### src/rtl/jtcop_ba_arb.sv
// jtcop_ba_arb
// Four-bank SDRAM request arbiter. It places one command at a time on the
// single-port SDRAM controller channel and steers the controller strobes
// back to the bank that owns the outstanding command.
//
// Parameters
//   RR  1 = round-robin among banks, 0 = fixed priority (bank 0 highest)
//   AW  word address width
// Ports
//   clk, rst                      clock, asynchronous active-high reset
//   ba0_addr..ba3_addr            per-bank word address
//   ba_rd, ba_wr                  bank read requests, bank-0 write request
//   ba0_din, ba0_din_m            bank-0 write data and byte mask (1 = masked)
//   ba_ack/ba_dst/ba_dok/ba_rdy   one-hot strobes back to the owning bank
//   downloading, prog_*           ROM download port (mask active low)
//   prog_ack, prog_rdy            download accept / complete strobes
//   sdram_req..sdram_mask         registered command to the controller
//   sdram_ack/dst/dok/rdy         controller strobes
module jtcop_ba_arb #(
    parameter int RR = 1,
    parameter int AW = 22
) (
    input  logic          clk,
    input  logic          rst,
    input  logic [AW-1:0] ba0_addr,
    input  logic [AW-1:0] ba1_addr,
    input  logic [AW-1:0] ba2_addr,
    input  logic [AW-1:0] ba3_addr,
    input  logic [3:0]    ba_rd,
    input  logic          ba_wr,
    input  logic [15:0]   ba0_din,
    input  logic [1:0]    ba0_din_m,
    output logic [3:0]    ba_ack,
    output logic [3:0]    ba_dst,
    output logic [3:0]    ba_dok,
    output logic [3:0]    ba_rdy,
    input  logic          downloading,
    input  logic [AW-1:0] prog_addr,
    input  logic [1:0]    prog_ba,
    input  logic [15:0]   prog_data,
    input  logic [1:0]    prog_mask,
    input  logic          prog_we,
    input  logic          prog_rd,
    output logic          prog_ack,
    output logic          prog_rdy,
    output logic          sdram_req,
    output logic [1:0]    sdram_ba,
    output logic [AW-1:0] sdram_addr,
    output logic          sdram_we,
    output logic [15:0]   sdram_din,
    output logic [1:0]    sdram_mask,
    input  logic          sdram_ack,
    input  logic          sdram_dst,
    input  logic          sdram_dok,
    input  logic          sdram_rdy
);

    typedef enum logic [1:0] {
        ST_IDLE = 2'd0,
        ST_REQ  = 2'd1,
        ST_DATA = 2'd2
    } state_t;

    state_t          state_r;
    logic [1:0]      owner_r;
    logic [1:0]      last_r;
    logic            prog_own_r;

    logic [3:0]      cand_s;
    logic [1:0]      pick_s;
    logic [AW-1:0]   pick_addr_s;
    logic            pick_wr_s;
    logic            ack_hit_s;
    logic            rdy_hit_s;
    logic            data_s;
    logic [3:0]      owner_oh_s;

    // Lowest requesting index wins.
    function automatic logic [1:0] pick_fixed(input logic [3:0] req);
        logic [1:0] res;
        if (req[0]) begin
            res = 2'd0;
        end else if (req[1]) begin
            res = 2'd1;
        end else if (req[2]) begin
            res = 2'd2;
        end else begin
            res = 2'd3;
        end
        return res;
    endfunction

    // First requesting index after the last grant, wrapping 3 -> 0.
    function automatic logic [1:0] pick_rr(input logic [3:0] req, input logic [1:0] last);
        logic [1:0] res;
        logic [1:0] idx;
        logic       found;
        res   = 2'd0;
        found = 1'b0;
        for (int i = 1; i <= 4; i++) begin
            idx = last + 2'(i);
            if (!found && req[idx]) begin
                res   = idx;
                found = 1'b1;
            end else begin
                res   = res;
            end
        end
        return res;
    endfunction

    function automatic logic [3:0] one_hot(input logic [1:0] sel);
        logic [3:0] res;
        case (sel)
            2'd0:    res = 4'b0001;
            2'd1:    res = 4'b0010;
            2'd2:    res = 4'b0100;
            2'd3:    res = 4'b1000;
            default: res = 4'b0000;
        endcase
        return res;
    endfunction

    // Bank candidates; a bank-0 write counts as a bank-0 request.
    always_comb begin
        cand_s = {ba_rd[3:1], ba_rd[0] | ba_wr};
    end

    // Grant selection according to the arbitration policy.
    always_comb begin
        if (RR != 0) begin
            pick_s = pick_rr(cand_s, last_r);
        end else begin
            pick_s = pick_fixed(cand_s);
        end
    end

    // Address of the selected bank; write only possible on bank 0.
    always_comb begin
        case (pick_s)
            2'd0:    pick_addr_s = ba0_addr;
            2'd1:    pick_addr_s = ba1_addr;
            2'd2:    pick_addr_s = ba2_addr;
            2'd3:    pick_addr_s = ba3_addr;
            default: pick_addr_s = ba0_addr;
        endcase
        pick_wr_s = (pick_s == 2'd0) && ba_wr;
    end

    // Arbitration FSM with registered command fields.
    always_ff @(posedge clk or posedge rst) begin
        if (rst) begin
            state_r    <= ST_IDLE;
            owner_r    <= 2'd0;
            last_r     <= 2'd3;
            prog_own_r <= 1'b0;
            sdram_req  <= 1'b0;
            sdram_ba   <= 2'd0;
            sdram_addr <= {AW{1'b0}};
            sdram_we   <= 1'b0;
            sdram_din  <= 16'd0;
            sdram_mask <= 2'd0;
        end else begin
            case (state_r)
                ST_IDLE: begin
                    if (downloading) begin
                        if (prog_we || prog_rd) begin
                            prog_own_r <= 1'b1;
                            sdram_ba   <= prog_ba;
                            sdram_addr <= prog_addr;
                            sdram_we   <= prog_we;
                            sdram_din  <= prog_data;
                            sdram_mask <= ~prog_mask;
                            sdram_req  <= 1'b1;
                            state_r    <= ST_REQ;
                        end else begin
                            state_r    <= ST_IDLE;
                        end
                    end else if (|cand_s) begin
                        prog_own_r <= 1'b0;
                        owner_r    <= pick_s;
                        last_r     <= pick_s;
                        sdram_ba   <= pick_s;
                        sdram_addr <= pick_addr_s;
                        sdram_we   <= pick_wr_s;
                        sdram_din  <= pick_wr_s ? ba0_din : 16'd0;
                        sdram_mask <= pick_wr_s ? ba0_din_m : 2'd0;
                        sdram_req  <= 1'b1;
                        state_r    <= ST_REQ;
                    end else begin
                        state_r    <= ST_IDLE;
                    end
                end
                ST_REQ: begin
                    if (sdram_ack) begin
                        sdram_req <= 1'b0;
                        // ack and rdy together finish the transaction at once
                        state_r   <= sdram_rdy ? ST_IDLE : ST_DATA;
                    end else begin
                        state_r   <= ST_REQ;
                    end
                end
                ST_DATA: begin
                    if (sdram_rdy) begin
                        state_r <= ST_IDLE;
                    end else begin
                        state_r <= ST_DATA;
                    end
                end
                default: begin
                    sdram_req <= 1'b0;
                    state_r   <= ST_IDLE;
                end
            endcase
        end
    end

    // Strobe qualification: ack only in REQ, data strobes only in DATA,
    // rdy in DATA or alongside ack in REQ.
    always_comb begin
        ack_hit_s  = (state_r == ST_REQ) && sdram_ack;
        data_s     = (state_r == ST_DATA);
        rdy_hit_s  = (data_s || ack_hit_s) && sdram_rdy;
        owner_oh_s = one_hot(owner_r);
    end

    // Zero-latency steering of the controller strobes to the owner.
    always_comb begin
        if (prog_own_r) begin
            ba_ack   = 4'b0000;
            ba_dst   = 4'b0000;
            ba_dok   = 4'b0000;
            ba_rdy   = 4'b0000;
            prog_ack = ack_hit_s;
            prog_rdy = rdy_hit_s;
        end else begin
            ba_ack   = ack_hit_s ? owner_oh_s : 4'b0000;
            ba_dst   = (data_s && sdram_dst) ? owner_oh_s : 4'b0000;
            ba_dok   = (data_s && sdram_dok) ? owner_oh_s : 4'b0000;
            ba_rdy   = rdy_hit_s ? owner_oh_s : 4'b0000;
            prog_ack = 1'b0;
            prog_rdy = 1'b0;
        end
    end

endmodule

### config.mk
export PLATFORM = sky130hd
export DESIGN_NAME = jtcop_ba_arb
export DESIGN_NICKNAME = d
export VERILOG_FILES = /design/src/rtl/jtcop_ba_arb.sv
export SDC_FILE = /design/constraint.sdc
export NUM_CORES = 1
export LEC_CHECK = 0
export BUFFER_PORTS_ARGS = -buffer_cell sky130_fd_sc_hd__buf_2
export CAP_MARGIN = 25
export CORE_MARGIN = 4
export CORE_UTILIZATION = 39
export CTS_CLUSTER_SIZE = 12
export DETAILED_ROUTE_END_ITERATION = 6
export GPL_TIMING_DRIVEN = 0
export HOLD_SLACK_MARGIN = 0.08
export PLACE_DENSITY = 0.86
export SYNTH_ARGS = -nofsm -noshare
export SYNTH_HDL_FRONTEND = slang
export SYNTH_SLANG_ARGS = --single-unit
### constraint.sdc
create_clock -name clk -period 2 [get_ports clk]
set_input_delay 0.3 -clock clk [delete_from_list [all_inputs] [get_ports clk]]
set_output_delay 0.3 -clock clk [all_outputs]
set_load 0.02 [all_outputs]
==> results of run 1 <==
==> cell usage after synthesis (2+ instances only) <==
library cell and n:
or2_1 4, a32oi_1 17, nand2b_1 4, a221oi_1 5, o22ai_1 7, or2_2 2
o22a_1 5, mux2i_1 12, a221oi_2 5, nand3b_1 2, buf_6 4, dfstp_2 2
o21ai_0 18, nand2_1 94, a21o_1 3, a21oi_1 6, a31oi_1 31, a31o_2 17
and2_1 3, or3_1 2, o31ai_1 17, clkbuf_1 12, nor3_1 18, nand3_1 2
inv_1 24, buf_2 18, dfrtp_1 49, nor2_1 49, buf_4 3
==> worst min path at each step <==
| stage | slack, ns | from | end |
|---|---|---|---|
| after floorplan | 0.37 | sdram_rdy | state_r[1] |
| after global placement | 0.46 | sdram_req | sdram_req |
| after detailed placement | 0.37 | rst | sdram_din[7] |
| after CTS | 0.14 | sdram_rdy | state_r[1] |
| after global routing | 0.16 | sdram_rdy | state_r[1] |
| final | 0.16 | sdram_rdy | state_r[1] |
==> state kept, by name, summed over array words and instances, names as in the netlist, 2 cells and up <==
name	count
sdram_addr	22
sdram_din	16
last_r	2
owner_r	2
sdram_ba	2
sdram_mask	2
state_r	2
==> final cells by class <==
type                    instances  area, um2  area share
clock buffers                   5       68.8      0.0129
inverters                      24       90.1      0.0169
clock inverters                 3       20.0     0.00376
flip-flops and latches         51       1280       0.240
repair buffers                237       1280       0.241
multi-input cells             339       2220       0.417
well taps                     108        135      0.0254
plain buffers                  35        225      0.0423
==> timing repair <==
action | CTS | global route
setup buffers | 5 | 5
pin swaps | 5 | 23
cloned | 0 | 2
gates resized for setup | 17 | 48
setup endpoints to repair | 50 | 35
hold endpoints to repair | 21 | 0
hold buffers | 1 | 0
==> through the flow <==
step                      std cells  hold WS, ns   util
final                           802        0.161  0.605
after global routing            802        0.165  0.605
after CTS                       795        0.145  0.570
after detailed placement        783        0.368  0.549
after global placement          782        0.458  0.547
after floorplan                 451        0.366      -
==> cells in the final DEF, fill, tap and decap left out, types with 3 or more instances in the layout <==
cell type  netlist  routed
clkbuf_8         0       5
nand2b_1         4       4
nor3_2           0       4
a21o_1           3       3
o31ai_2          0       6
nand2_2          1      11
o22ai_1          7       7
a21oi_1          6       6
a32oi_1         17      17
a31o_2          17      17
a221oi_1         5       5
buf_6            4       5
o21ai_0         18      16
nor2_1          49      47
a31oi_4          0       5
clkbuf_2         0       3
o31ai_1         17      10
or2_1            4       4
nand2_1         94      82
nor3_1          18      14
a221oi_2         5       3
clkbuf_1        12       5
mux2i_1         12      11
inv_1           24      23
buf_2           18     238
a31oi_1         31      27
buf_4            3      14
o22a_1           5       5
dfrtp_1         49      49
==> routing by layer <==
metal | part of all wire | routed length [um] | GRT usage
met1 | 0.39 | 5750 | 0.300
met2 | 0.49 | 7370 | 0.458
met3 | 0.089 | 1330 | 0.0547
met4 | 0.032 | 478 | 0.0874
met5 | 0 | 0 | 0
==> power by group through the flow <==
stage          clock network [mW]  registers, mW  logic, mW
2_1_floorplan                   0           2.41       2.17
3_3_place_gp                    0           1.88       3.91
3_5_place_dp                    0           1.91       4.03
4_1_cts                     0.635           1.92       4.14
5_1_grt                     0.679           1.99       4.90
6_report                    0.617           1.94       4.54
==> cell families (layout without fill, tap and decap cells) <==
family,count (synthesis),count (layout),share of synthesized area
DFF,51,51,0.359
buffers and inverters,61,304,0.0821
muxes,12,12,0.0337
and+or+nand+nor,187,187,0.229
AOI/OAI and AO/OA,140,140,0.296
==> worst max-delay path: stages (launching register included) <==
cell      delay [ns]
dfstp_2         0.62
mux2i_2         0.26
or2_1           0.20
buf_6           0.15
o2111a_1        0.22
buf_6           0.16
buf_8           0.13
nand2_2         0.05
a31oi_1         0.19
==> summary.md, run 1 <==
| Metric | Value |
|---|---|
| Yosys top cell area share | 0.344 |
| Setup crit end | sdram_din[2] |
| DRT Pass-1 Iters | 5 |
| Number of flops mapped to enable cells by yosys | 0 |
| Worst reg2reg path startpoint | last_r[1] |
| Crit end category | flop |
| GRT overflow | 0 |
| Worst reg2reg path endpoint | sdram_din[2] |
| Logic pwr share | 0.640 |
| Total track usage | 0.255 |
| Initial antenna violation count | 0 |
| Post-synth top flop | dfrtp_1 |
| Die width | 104 um |
| Nets@finish | roughly 860 |
| CTS Buffer Depth | 2 |
| RSZ-0062 raised after global routing | true |
| Synth Register Bits | 51 |
| Worst Tran Pin Value | roughly 0.57 ns |
| Core Region | 8810 um2 |
| Final TNS setup | -0.553 ns |
| Num rows | 34 |
| Share of layout cells above drive strength 1 | 0.491 |
| CP max FO | 7 |
| Fill cell count | slightly below 800 |
| Register area share after synthesis | 0.359 |
| Max Freq | 484 MHz |
| HPWL Detailed | 11200 um |
| R2R depth | 8 |
| Worst VDD drop | 642 uV |
| Initial Util | 0.405 |
| Hold violation count in the final report | 0 |
| CP arrival | 2.29 ns |
| Root Buffer | clkbuf_8 |
| N_diodes | 0 |
| Cell variety after synth | 45 |
| Final wirelength | roughly 15000 um |
| Drc violations | 0 |
| Max Cap Viol | 0 |
| Dpl ws | -0.378 ns |
| Post-Syn Area | 3560 um2 |
| Placement Cell Area | 4840 um2 |
| DR iter-0 viols | 268 |
| Final worst slack | -0.0672 ns |
| Global placer's final weighted congestion | 0.884 |
| Final Critical Period | 2.07 ns |
| Leakage power | 2.69 nW |
| Clock group share of total power | 0.087 |
| Vias | 4612 |
| Pwr/cell area | ~1300 nW/um2 |
| Synth area leaders | dfrtp_1 (34%), nand2_1 (9.9%), a31oi_1 (5.4%) |
| Failing checks | setup timing |
| Worst-Skew Late Latency | 0.31 ns |
| Syn Nets | approximately 610 |
| Synth-to-Final Area Change | 49.4% |
| Max-slew headroom | 0.619 |
| Drt wl/cell | about 19 um |
| Period Utilization, post-route | 1.03 |
| Num CTS Buffers | 5 |
| Clock Skews | 0.00563 ns |
| Io pins | 224 |
| Worst Setup Start Kind | flop |
| Crit path launch | last_r[1] |
| Largest net degree at the start of global routing | 31 |
| Total power | 7.10 mW |
| Yosys Warn Count | 0 |
| First-pass GRT wire length | between 20000 and 25000 um |
| Die Height | 104 um |
| R2R setup slack | -0.07 ns |
| # clock sinks | 51 |
| Status | finished with violations |
| H-tree levels | 2 |
| Full die area | roughly 11000 um2 |
| Ys async rst share | 1.00 |
| ANT nets after route | 0 |
| Worst Hold Depth | 2 |
| Net Sw Frac | 0.493 |
| Net Sw Power | 3.50 mW |
| CTS tree | done |
| Area leader, netlist | dfrtp_1 |
| Finished Cell Area | 5320 um2 |
| Mean area per synthesized cell | 7.90 um2 |
| Vias per cell | roughly 5.8 |
| Synth Instances | 451 |
| Finish-stage setup viols | 18 |
| Critical Path RT | 2.23 ns |
| WS Path Type | flop to flop |
| Internal | between 3 and 4 mW |
| Hold WC Path Type | input pin to flop |
| Slew Limit Fails | 0 |
| Seq pwr share | 0.273 |
| Vias in the first global route | ~4600 |
| Port Buffer Count | 223 |
| CTS clock-pin slew for the worst setup and hold paths | 0.10 ns |
(Power assumes the default switching activity.)
==> inputs of run 2 (changes only) <==
--- a/config.mk
+++ b/config.mk
@@ -6,8 +6,9 @@
 export NUM_CORES = 1
 export LEC_CHECK = 0
-export BUFFER_PORTS_ARGS = -buffer_cell sky130_fd_sc_hd__buf_2
+export ABC_AREA = 1
+export BUFFER_PORTS_ARGS = -buffer_cell sky130_fd_sc_hd__clkbuf_2
 export CAP_MARGIN = 25
 export CORE_MARGIN = 4
-export CORE_UTILIZATION = 39
+export CORE_UTILIZATION = 40
 export CTS_CLUSTER_SIZE = 12
 export DETAILED_ROUTE_END_ITERATION = 6
==> constraint.sdc (replaced) <==
create_clock -name clk -period 2 [get_ports clk]
set_input_delay 0.3 -clock clk [delete_from_list [all_inputs] [get_ports clk]]
set_output_delay 0.3 -clock clk [all_outputs]
set_load 0.005 [all_outputs]
==> run 2 against run 1 <==
  * The flow still finishes with violations (setup timing)
  * Clock-buffer cell count stayed put
  * Global-route usage is 0.35 points higher
  * Die area is 3.7% higher
  * Critical path type unchanged
==> summary.md, run 2 <==
| Metric | Value |
|---|---|
| Status | finished with violations |
| Failing checks | setup timing |
| Die width | 105 um (+1.8%) |
| Worst VDD drop | 1140 uV (+78%) |
| Vias | 4908 (+6.4%) |
| Worst reg2reg path endpoint | sdram_addr[15] |
| Vias in the first global route | 4604 (-0.43%) |
| CTS Buffer Depth | 2 (unchanged) |
| RSZ-0062 raised after global routing | true |
| Hold Crit Endpoint | state_r[1] |
| Worst-Skew Late Latency | 0.31 ns (about the same) |
| Worst reg2reg path startpoint | last_r[0] |
| ANT nets after route | 0 (unchanged) |
| Most frequent cell after synthesis | nand2_1 |
| Largest regs | sdram_addr: 22 flops, sdram_din: 16 flops |
| Initial antenna violation count | 0 (unchanged) |
| Register bank with the most flops | sdram_addr |
| Finished Cell Area | 5980 um2 (+12%) |
| CTS tree | done |
| CTS clock-pin slew for the worst setup and hold paths | 0.10 ns (about the same) |
| Number of flops mapped to enable cells by yosys | 0 (unchanged) |
| Area leader, netlist | dfrtp_1 |
| Num rows | 35 (+2.9%) |
| Ys async rst share | 1.00 (unchanged) |
| Die Height | 105 um (+1.8%) |
| R2R setup slack | -0.36 ns (-0.29 ns) |
| Largest net degree at the start of global routing | 41 (+32%) |
| Io pins | 224 (unchanged) |
| Share of layout cells above drive strength 1 | 0.469 (-0.0221) |
| Critical Path RT | 2.21 ns (-0.02 ns) |
| Max-slew headroom | 0.588 (-0.0312) |
| Max Cap Viol | 0 (unchanged) |
| Final Critical Period | 2.36 ns (+0.293 ns) |
| CP max FO | 9 (+2) |
| Synth-to-Final Area Change | 57.4% |
| Slew Limit Fails | 0 (unchanged) |
| H-tree levels | 2 (unchanged) |
| Worst Tran Pin Value | 0.618 ns (+0.0468 ns) |
| Yosys Warn Count | 0 (unchanged) |
| Synth area leaders | dfrtp_1 (32%), nand2_1 (20%), nand3_1 (12%) |
| Drc violations | 0 (unchanged) |
| Core Region | 9240 um2 (+4.9%) |
| Most frequent cells after synthesis | nand2_1 (201), nand3_1 (88), nor2_1 (78) |
| Hold WC Path Type | input pin to flop |
| N_diodes | 0 (unchanged) |
| Pwr/cell area | 1970 nW/um2 (+48%) |
| CP arrival | 2.57 ns (+0.28 ns) |
| Nets@finish | 1007 (+18%) |
| Vias per cell | 5.03 (-12%) |
| Final wirelength | 15600 um (+4.6%) |
| Full die area | 11100 um2 (+3.7%) |
| Placement Cell Area | 5100 um2 (+5.4%) |
| Worst Setup Start Kind | flop |
| Crit end category | flop |
| Max Freq | 424 MHz (-12%) |
| Leakage power | 3.32 nW (+24%) |
| First-pass GRT wire length | 23000 um (+0.70%) |
| WS Path Type | flop to flop |
| Most common cell after layout, fill and taps aside | clkbuf_2 |
| Worst Hold Depth | 2 (unchanged) |
| GRT overflow | 0 (unchanged) |
| Mean area per synthesized cell | 6.51 um2 (-18%) |
| # clock sinks | 51 (unchanged) |
| Hold Startpoint | sdram_rdy |
| Global placer's final weighted congestion | 0.890 (+0.67%) |
| DR iter-0 viols | 350 (+31%) |
| Num CTS Buffers | 5 (unchanged) |
| Clock Skews | 0.0103 ns (+0.00462 ns) |
| Syn Nets | 746 (+22%) |
| HPWL Detailed | 11400 um (+2.1%) |
| Port Buffer Count | 223 (unchanged) |
| Finish-stage setup viols | 47 (+29) |
| Yosys top cell area share | 0.323 (-0.0214) |
| Drt wl/cell | 16.0 um (-14%) |
| Synth Register Bits | 51 (unchanged) |
| Total track usage | 0.258 (+0.00348) |
| Register area share after synthesis | 0.336 (-0.0223) |
| Final worst slack | -0.360 ns (-0.293 ns) |
| Cell variety after synth | 30 (-33%) |
| R2R depth | 16 (+8) |
| Largest register FFs | 22 (unchanged) |
| Post-layout util | 0.648 (+0.0430) |
| Post-Syn Area | 3800 um2 (+6.6%) |
| DRT Pass-1 Iters | 5 (unchanged) |
| Initial Util | 0.411 (+0.00657) |
| Synth Instances | 584 (+29%) |
| Post-synth top flop | dfrtp_1 |
| Most frequent cells in the layout | clkbuf_2 (228), nand2_1 (167), nand3_1 (71) |
| Hold violation count in the final report | 0 (unchanged) |
| Period Utilization, post-route | 1.18 (+0.146) |
| Root Buffer | clkbuf_8 |
## run 2: changes by cell type after synthesis, sizes merged, moves of 16 or more
cell and delta:
nand3 +98, o31ai -16, inv +23, a31o -17, a32oi -17, nor2 +33
nand2 +117, a31oi -32
## run 2: layer usage
metal,GRT usage,vias up,part of all wire
met2,0.446,250,0.49
met5,0,-,0
li1,-,2380,-
met4,0.0647,0,0.032
met1,0.327,2236,0.39
met3,0.0563,42,0.087
## run 2: what timing repair did
item                                   4_1_cts  5_1_grt
gates resized for setup                     64       90
pin swaps                                   23       33
buffers inserted                            17        9
hold buffers                                 1        0
gates cloned                                 2        1
setup endpoints to repair                   47       49
endpoints found under the hold margin       11        0
## run 2: layout make-up
type,instances,area [um2]
sequential,51,1280
multi-input combinational,456,2570
inverter,47,176
clock inverter,3,28.8
tap,129,161
buffer,30,269
timing repair buffer,254,1430
clock buffer,5,68.8
fill,833,3260
## run 2: worst max-delay path by stage
stage	startpoint	endpoint	depth (start not counted)
global placement	last_r[0]	sdram_addr[15]	15
floorplan	last_r[0]	sdram_addr[8]	16
global route	last_r[0]	sdram_addr[15]	16
CTS	last_r[0]	sdram_addr[15]	17
detailed placement	ba_wr	sdram_addr[6]	11
finish	last_r[0]	sdram_addr[15]	16
## run 2: critical path, cell delays in order (launching register included)
cell	delay, ns
dfstp_2	0.59
buf_6	0.13
nand2_1	0.09
nand2_4	0.13
nand2_2	0.10
nand2_4	0.11
nand3_4	0.10
nand2_2	0.09
nand2_2	0.07
nand2_4	0.10
buf_12	0.15
buf_12	0.15
nor3_4	0.04
nor2_2	0.16
nand3_1	0.10
nand2_1	0.10
nand2_1	0.05
## run 2: cells by family after synthesis
| family | after synthesis | synth area share |
|---|---|---|
| AND/OR/NAND/NOR | 411 | 0.498 |
| buffers and inverters | 77 | 0.101 |
| flip-flops | 51 | 0.336 |
| AO/OA/AOI/OAI | 45 | 0.0645 |
## run 2: per-stage QoR
stage	setup WS, ns	hold slack (ns)	TNS (ns)	instances	total power, mW
after floorplan	0.0177	0.363	0	584	6.26
after global placement	-0.406	0.461	-25.69	936	8.27
after detailed placement	-0.434	0.243	-15.04	937	8.37
after CTS	-0.264	0.129	-5.66	965	10.3
after global routing	-0.453	0.136	-15.14	975	12.6
final	-0.360	0.141	-9.49	975	11.8
## run 2: report_power, final
group | internal [mW] | switching (mW) | leakage [nW]
logic | 3.90 | 5.40 | 2.65
registers | 1.52 | 0.277 | 0.628
clock network | 0.261 | 0.410 | 0.0502
total | 5.68 | 6.09 | 3.32
